==> src/rtl/send_drain_sched_pkg.sv <==
// Shared definitions for the send-buffer drain sequencer.
//   - sched_state_e : sequencer state encoding (IDLE/HDR/DATA/ERR)
//   - header field placement (payload length sits at the bottom of the header word)
//   - default widths / limits used as parameter defaults by the top
package send_drain_sched_pkg;

    typedef enum logic [1:0] {
        ST_IDLE = 2'd0,
        ST_HDR  = 2'd1,
        ST_DATA = 2'd2,
        ST_ERR  = 2'd3
    } sched_state_e;

    // Payload length field: bufData[HDR_LEN_LSB +: LEN_W]
    localparam int unsigned HDR_LEN_LSB       = 0;

    localparam int unsigned SDS_DATA_W        = 256;
    localparam int unsigned SDS_LEN_W         = 16;
    localparam int unsigned SDS_MAX_WORDS     = 512;
    localparam int unsigned SDS_CREDITS       = 4;

endpackage

==> src/rtl/send_drain_sched_credit_counter.sv <==
// Saturating packet-credit counter.
// Ports:
//   clock     in   clock, rising edge
//   reset     in   asynchronous active-low reset; count returns to MAX
//   inc_i     in   return one credit (ignored when already at MAX)
//   dec_i     in   consume one credit (ignored when already at zero)
//   count_o   out  current credit count
// inc_i and dec_i together leave the count unchanged.
module send_drain_sched_credit_counter #(
    parameter  int unsigned MAX = 4,
    localparam int unsigned CW  = $clog2(MAX + 1)
) (
    input  logic          clock,
    input  logic          reset,
    input  logic          inc_i,
    input  logic          dec_i,
    output logic [CW-1:0] count_o
);

    logic [CW-1:0] count_q;
    logic [CW-1:0] count_d;

    always_comb begin
        count_d = count_q;
        if (inc_i && !dec_i && (count_q != CW'(MAX))) begin
            count_d = count_q + CW'(1);
        end else if (dec_i && !inc_i && (count_q != '0)) begin
            count_d = count_q - CW'(1);
        end
    end

    always_ff @(posedge clock or negedge reset) begin
        if (!reset) begin
            count_q <= CW'(MAX);
        end else begin
            count_q <= count_d;
        end
    end

    assign count_o = count_q;

endmodule

==> src/rtl/send_drain_sched.sv <==
// Drains completed packets from the send buffer head into the RDMA TX stream.
// Waits for a complete packet at the buffer head, forwards the header word
// (SOP) and its payload beats (EOP on the last) over a valid/ready stream,
// popping one buffer word per accepted beat. Packet starts are gated on
// RDMA transmit credits. An oversized length field drops the header and
// parks the sequencer in ERR until reset.
// Ports:
//   clock, reset           clock (rising edge), async active-low reset
//   enable                 allow new packet starts
//   bufReady, bufData      head slot complete / current head word
//   bufPop                 consume head word this cycle
//   txData, txValid        beat to RDMA and its valid
//   txSop, txEop           header beat / last beat markers
//   txReady                RDMA accepts beat
//   creditRet              one packet credit returned (pulse)
//   busy                   sequencer not idle
//   errLen                 sticky illegal-length flag
//   pktCount               packets fully sent (wrapping)
module send_drain_sched
    import send_drain_sched_pkg::*;
#(
    parameter int unsigned DATA_W    = SDS_DATA_W,
    parameter int unsigned LEN_W     = SDS_LEN_W,
    parameter int unsigned MAX_WORDS = SDS_MAX_WORDS,
    parameter int unsigned CREDITS   = SDS_CREDITS
) (
    input  logic              clock,
    input  logic              reset,
    input  logic              enable,
    input  logic              bufReady,
    input  logic [DATA_W-1:0] bufData,
    output logic              bufPop,
    output logic [DATA_W-1:0] txData,
    output logic              txValid,
    output logic              txSop,
    output logic              txEop,
    input  logic              txReady,
    input  logic              creditRet,
    output logic              busy,
    output logic              errLen,
    output logic [31:0]       pktCount
);

    localparam int unsigned REM_W  = $clog2(MAX_WORDS + 1);
    localparam int unsigned CRED_W = $clog2(CREDITS + 1);

    sched_state_e      state_q;
    logic [REM_W-1:0]  remaining_q;
    logic              errLen_q;
    logic [31:0]       pktCount_q;

    logic [LEN_W-1:0]  hdrLen;
    logic              lenBad;
    logic              lenZero;
    logic              accept;
    logic              dropPop;
    logic              startOk;
    logic              hdrAccept;
    logic [CRED_W-1:0] creditCnt;

    assign hdrLen  = bufData[HDR_LEN_LSB +: LEN_W];
    assign lenBad  = hdrLen > LEN_W'(MAX_WORDS);
    assign lenZero = (hdrLen == '0);

    // Stream controls are decoded from state; data passes straight through.
    always_comb begin
        txValid = 1'b0;
        txSop   = 1'b0;
        txEop   = 1'b0;
        dropPop = 1'b0;
        case (state_q)
            ST_HDR: begin
                txSop   = 1'b1;
                txValid = bufReady && !lenBad;
                txEop   = lenZero;
                // Oversized header is discarded without being offered.
                dropPop = bufReady && lenBad;
            end
            ST_DATA: begin
                txValid = bufReady;
                txEop   = (remaining_q == REM_W'(1));
            end
            default: ;
        endcase
    end

    assign accept    = txValid && txReady;
    assign bufPop    = accept || dropPop;
    assign txData    = bufData;
    assign busy      = (state_q != ST_IDLE);
    assign errLen    = errLen_q;
    assign pktCount  = pktCount_q;
    assign hdrAccept = accept && (state_q == ST_HDR);
    assign startOk   = enable && bufReady && (creditCnt != '0);

    always_ff @(posedge clock or negedge reset) begin
        if (!reset) begin
            state_q     <= ST_IDLE;
            remaining_q <= '0;
            errLen_q    <= 1'b0;
            pktCount_q  <= '0;
        end else begin
            case (state_q)
                ST_IDLE: begin
                    if (startOk) begin
                        state_q <= ST_HDR;
                    end
                end
                ST_HDR: begin
                    if (dropPop) begin
                        errLen_q <= 1'b1;
                        state_q  <= ST_ERR;
                    end else if (accept) begin
                        if (lenZero) begin
                            pktCount_q <= pktCount_q + 32'd1;
                            state_q    <= ST_IDLE;
                        end else begin
                            remaining_q <= hdrLen[REM_W-1:0];
                            state_q     <= ST_DATA;
                        end
                    end
                end
                ST_DATA: begin
                    if (accept) begin
                        remaining_q <= remaining_q - REM_W'(1);
                        if (remaining_q == REM_W'(1)) begin
                            pktCount_q <= pktCount_q + 32'd1;
                            state_q    <= ST_IDLE;
                        end
                    end
                end
                ST_ERR: begin
                    state_q <= ST_ERR;
                end
                default: begin
                    state_q <= ST_IDLE;
                end
            endcase
        end
    end

    send_drain_sched_credit_counter #(
        .MAX (CREDITS)
    ) u_credit (
        .clock   (clock),
        .reset   (reset),
        .inc_i   (creditRet),
        .dec_i   (hdrAccept),
        .count_o (creditCnt)
    );

endmodule

==> config.mk <==
export PLATFORM = sky130hd
export DESIGN_NAME = send_drain_sched
export DESIGN_NICKNAME = d
export VERILOG_FILES = /design/src/rtl/send_drain_sched_pkg.sv /design/src/rtl/send_drain_sched_credit_counter.sv /design/src/rtl/send_drain_sched.sv
export SDC_FILE = /design/constraint.sdc
export NUM_CORES = 1
export LEC_CHECK = 0
export CORE_AREA = 3 3 215 217
export DETAILED_ROUTE_END_ITERATION = 10
export DIE_AREA = 0 0 218 220
export MAX_ROUTING_LAYER = met4
export PLACE_DENSITY = 0.44
export SETUP_SLACK_MARGIN = 0.3
export SLEW_MARGIN = 20
export SYNTH_ARGS = -nofsm -noshare
export SYNTH_HDL_FRONTEND = slang
export SYNTH_SLANG_ARGS = --single-unit
==> constraint.sdc <==
create_clock -name clock -period 3.5 [get_ports clock]
set_clock_uncertainty 0.1 [all_clocks]
set_input_delay 0.7 -clock clock [delete_from_list [all_inputs] [get_ports clock]]
set_output_delay 0.7 -clock clock [all_outputs]
set_load 0.1 [all_outputs]
### Word level (Yosys, flattened, before mapping)

Cells that the tools add are included.

* output and inout bits: 294
* memories kept: 0
* ROM bits: 0
* bits of input ports: 262
* RAM bits: 0
* bits in registers: 48
* word-level logic and storage cells: 71
* bits in latches: 0

* add/subtract/negate cells: 4
* magnitude comparators: 1
* mux-type cells: 24
* bitwise operators: 0
* shifts and indexed selects: 0
* div/mod/pow operators: 0
* reductions and logical operators: 24
* equal/unequal tests: 13
* multiply operators: 0

Operators with widths (count)
* $mux 32: 5
* $pmux 32 s2: 1
* $mux 10: 4
* $add 32x1->32 const B: 1
* $pmux 10 s2: 1
* $gt 16x10->1 const B: 1
* $logic_not 16->1: 1
* $ne 2x2->1 const B: 7
* $mux 2: 6
* $eq 10x1->1 const B: 1
* $logic_and 1x1->1: 10
* $sub 10x1->10 const B: 1
* $pmux 2 s4: 1
* $mux 3: 2
* $ne 3x3->1 const B: 2
* $reduce_and 6->1: 1
* $reduce_bool 2->1: 3
* $reduce_and 5->1: 1
* $eq 2x2->1 const B: 2
* $pmux 1 s2: 2
* $reduce_and 4->1: 1
* $add 3x1->3 const B: 1
* $logic_not 1->1: 3
* $reduce_bool 3->1: 1
* other kinds (6): 7

### Depth between registers and ports, before layout

* depth in word-level cells: 10
* mapped depth: 11
* depth with buffers taken out: 10

### Cells and area by module

Synthesis repeated with hierarchy kept, for this count alone.

* cell total of the unflattened synthesis: 545
* area total of the unflattened synthesis: 4680.7 um^2

By module, submodules not included
* send_drain_sched: sequential area each 1126.1 um^2, instances 1, area an instance 4480.5 um^2, cells each 526
* send_drain_sched_credit_counter: sequential area each 76.3 um^2, instances 1, area an instance 200.2 um^2, cells each 19

### Worst setup path before layout

No wires, ideal clock.

* path type: flip-flop to output port
* start: register state_q[1]
* end: output port bufPop
* stages on the path, launching flop included: 5
* required time: 2.700 ns
* slack: -1.081 ns
* buffers on the path: 0
* arrival: 3.781 ns
* path through: dfrtp_1 inv_1 ha_1 inv_1 o21ai_0

* cells in the longest elaborated chain, start to end: 4
* elaborated cells on any way between the ends: 6

RTL lines
* from (decl): RTL line send_drain_sched.sv:47 `sched_state_e state_q;`
* from (signal assigned): RTL line send_drain_sched.sv:98 `state_q <= ST_IDLE;`
* from (signal assigned): RTL line send_drain_sched.sv:106 `state_q <= ST_HDR;`
* from (signal assigned): RTL line send_drain_sched.sv:112 `state_q <= ST_ERR;`
* $eq 2x2->1 or $eq 2x1->1 (tied branches): RTL line send_drain_sched.sv:71 `case (state_q)`
* $pmux 1 s2: RTL line send_drain_sched.sv:71
* $logic_and 1x1->1: RTL line send_drain_sched.sv:87 `assign accept = txValid && txReady;`
* $logic_or 1x1->1 *: RTL line send_drain_sched.sv:88 `assign bufPop = accept || dropPop;`
* to (decl): RTL line send_drain_sched.sv:32 `output logic bufPop,`

Every way passes the cells marked *; elsewhere a longest branch is shown, timed or not.

### Final worst setup path

* start: input port bufData[2]
* end: output port txValid

* cells in the longest elaborated chain, start to end: 4

RTL lines
* from (decl): RTL line send_drain_sched.sv:31 `input logic [DATA_W-1:0] bufData,`
* $gt 16x10->1: RTL line send_drain_sched.sv:62 `assign lenBad = hdrLen > LEN_W'(MAX_WORDS);`
* $logic_not 1->1: RTL line send_drain_sched.sv:74 `txValid = bufReady && !lenBad;`
* $logic_and 1x1->1: RTL line send_drain_sched.sv:74
* $pmux 1 s2: RTL line send_drain_sched.sv:71
* to (decl): RTL line send_drain_sched.sv:34 `output logic txValid,`

Every way passes these cells.

==> summary.md <==
| Metric | Value |
|---|---|
| Run status | `finished clean` |
| Chip Height | `220 um` |
| 1st-iter DRT viols | `124` |
| H-tree depth | `2` |
| Largest net degree at the start of global routing | `37` |
| Crit Path Class | `primary input to output pin` |
| TritonCTS buffer count | `5` |
| Slew Limit Fails | `0` |
| CP max stage delay | `0.50 ns` |
| Placer Congestion | `0.704` |
| M3 GR Usage | `3.68%` |
| Crit path time final | `3.12 ns` |
| Endpoints failing setup | `0` |
| Ys flop type | `dfrtp_1` |
| Overflow after GRT | `0` |
| Reg2Reg Launch Point | `state_q[0]$_DFFE_PN0P_` |
| R2R Setup Slk | `~0.64 ns` |
| Pleak | `1.97 nW` |
| RR Endpoint | `u_credit.count_o[2]$_DFFE_PN1P_` |
| Worst-Skew Late Latency | `0.30 ns` |
| Top Usage Layer GRT | `met2` |
| Endpoints failing hold | `0` |
| Post-synthesis async set-or-reset flop share | `100%` |
| Root buffer cell | `clkbuf_16` |
| Drt pass-1 iters | `4` |
| R2r worst-path depth | `9` |
| Avg Cell Area, Syn | `8.55 um^2` |
| YS warnings | `0` |
| Worst Hold Class | `primary input to asynchronous set/reset pin` |
| GR met1 Demand/Resource | `about 6.7%` |
| Worst slew margin | `36.8%` |
| Crit. End Element | `output pin` |
| Routed WL per cell | `16.4 um` |
| CTS clk-pin slew, worst paths | `0.08 ns` |
| Slowest cell on crit path | `clkdlybuf4s50_1` |
| Clock Sinks | `48` |
| Layout net count | `683` |
| Post-Syn Area | `just under 5000 um^2` |
| CP required | `between 2 and 3 ns` |
| Num ports | `around 560` |
| Netlist cell types | `59` |
| Number of I/O port buffers | `75` |
| PnR Total Power | `slightly below 0.003 W` |
| Detailed Route WL | `16.5 mm` |
| Crit path arrival time | `2.32 ns` |
| Share of layout cells above drive strength 1 | `30.2%` |
| Max cap viols | `0` |
| Area grow syn2layout | `-0.827%` |
| CP Launch Type | `primary input` |
| Post-route ant nets | `0` |
| Number of global-route vias before repair | `roughly 3300` |
| Die W | `~220 um` |
| Register area share after synthesis | `24.8%` |
| DIE AREA | `48000 um^2` |
| Gate Count Post-Synth | `566` |
| Maximum clock path buffer count | `2` |
| # rows | `77` |
| Drt via density | `3.06` |
| Crit path cell chain | `clkdlybuf4s50_1 > nor3_2 > a31o_2 > a31oi_2 > nor3_4 > buf_12` |
| Overall Global Routing Usage | `6.91%` |
| Maximum vdd drop | `0.232 mV` |
| Worst Path Max Fanout | `4` |
| Via count | `3081` |
| Fin crit share | `89.2%` |
| FMAX | `about 320 MHz` |
| Slew @ Worst Pin | `0.939 ns` |
| Hold_buf cts | `0` |
| DPL Wire Length | `approximately 13 mm` |
| Synth Register Bits | `48` |
| Met2 Usage GRT | `10.0%` |
| Initial antenna violation count | `0` |
| First-pass GRT wire length | `23.2 mm` |
| Inserted Diodes | `0` |
| Area of the core | `about 44000 um^2` |
| PD cells | `just over 600 nW/um^2` |
| Drt drc | `0` |
| CTS tree | `done` |
| Number of synthesized flops with an enable pin | `0` |
| Setup TNS | `0 ns` |
| Syn_nets | `836` |
| RSZ-0062 raised after global routing | `yes` |
| Initial core utilization | `10.9%` |
[state kept, by name, indices dropped and copies added, names as in the netlist]
signal,flops
pktCount,32
remaining_q,10
u_credit.count_o,3
state_q,2
errLen,1
[per-stage QoR]
step / cell area [um^2] / hold slack, ns / std cells / setup slack, ns / utilization, %
finish: 4800 / 0.187 / 1006 / 0.379 / 10.8
global placement: 4530 / 0.366 / 993 / 0.0703 / 10.2
CTS: 4790 / 0.186 / 1005 / 0.303 / 10.8
detailed placement: 4530 / 0.366 / 993 / 0.0976 / 10.2
global route: 4800 / 0.203 / 1006 / 0.280 / 10.8
floorplan: 4860 / 0.304 / 566 / 0.206 / -
[critical path, delay by kind of cell]
kind | cells | cell delay (ns)
AND/OR/NAND/NOR | 2 | 0.53
buffers and inverters | 2 | 0.72
AO/OA/AOI/OAI | 2 | 0.36
[Yosys cell counts, types with 2 or more instances]
library cell,number,area share [%]
nand4_1,8,1.0
nor2_1,29,2.2
ha_1,7,1.8
mux2i_1,2,0.41
nor4_1,8,1.0
o211a_1,2,0.41
dfrtp_1,47,24
a211oi_1,8,1.2
clkbuf_1,4,0.31
a31oi_1,3,0.39
xor2_1,22,4.0
or2_2,8,1.0
inv_1,16,1.2
nand2b_1,3,0.39
o32a_1,2,0.41
buf_1,2,0.16
xnor2_1,9,1.6
buf_2,2,0.21
o31ai_1,2,0.31
buf_4,256,40
and2_1,3,0.39
and3_1,7,0.90
mux2_2,2,0.47
nor3_1,25,2.6
o21bai_1,2,0.31
a41o_1,2,0.41
o211ai_1,4,0.62
nand3_1,13,1.3
o21ai_0,11,1.1
nand2_1,27,2.1
a31o_2,2,0.36
[cell usage in the layout (no fill, tap or decap), types with 3 or more instances in the layout]
| cell | instances |
|---|---|
| clkbuf_16 | 5 |
| inv_1 | 16 |
| nor2_1 | 29 |
| and2_1 | 3 |
| clkdlybuf4s50_1 | 11 |
| nor4_1 | 5 |
| o21ai_0 | 10 |
| a211oi_1 | 8 |
| nand2b_1 | 3 |
| nand3_1 | 13 |
| and3_1 | 7 |
| o211ai_1 | 4 |
| nor4_2 | 3 |
| nand2_1 | 27 |
| nand4_1 | 8 |
| or2_2 | 8 |
| dfrtp_1 | 47 |
| dlygate4sd2_1 | 8 |
| buf_4 | 76 |
| buf_12 | 8 |
| xor2_1 | 22 |
| ha_1 | 6 |
| xnor2_1 | 9 |
| nor3_1 | 22 |
[logic make-up after synthesis]
kind of cell	Yosys count	share of synthesized area, %
muxes	5	1.34
xor gates and xnor gates	32	5.95
DFF	48	24.8
and+or+nand+nor	141	15.6
AOI/OAI and AO/OA	51	8.22
adders and majority gates	8	2.22
buffers and inverters	281	41.9
[power breakdown]
part	switching, W	leakage [nW]	internal, W
logic	0.000949	1.26	0.000535
registers	0.000156	0.612	0.000669
clock network	0.000259	0.0944	0.000414
[layer usage]
metal | wire (um) | up-vias
li1 | - | 1332
met1 | 5840 | 1385
met2 | 7170 | 226
met3 | 2070 | 138
met4 | 1470 | 0
met5 | 0 | -
[how the worst max path moves through the flow]
stage | depth (start not counted) | slack [ns] | endpoint | from
after CTS | 7 | 0.30 | txEop | bufData[12]
after global routing | 7 | 0.28 | txEop | state_q[0]$_DFFE_PN0P_
after detailed placement | 7 | 0.1 | txValid | bufData[4]
after global placement | 7 | 0.07 | txValid | bufData[11]
final | 6 | 0.38 | txValid | bufData[2]
after floorplan | 5 | 0.21 | bufPop | bufData[4]
[layout make-up]
cell class / count / area (um^2)
clock inverter: 3 / 68.8
multi-input combinational: 237 / 1670
inverter: 16 / 60.1
tap: 592 / 741
sequential: 48 / 1200
clock buffer: 5 / 125
fill: 5167 / 39500
timing repair buffer: 105 / 928
[repair_timing]
action,in CTS,in global routing
gates cloned,0,0
endpoints found under the setup margin,3,2
gates resized for setup,16,1
pin swaps,4,3
setup buffers,4,1
Power figures use the tool's default switching activity.
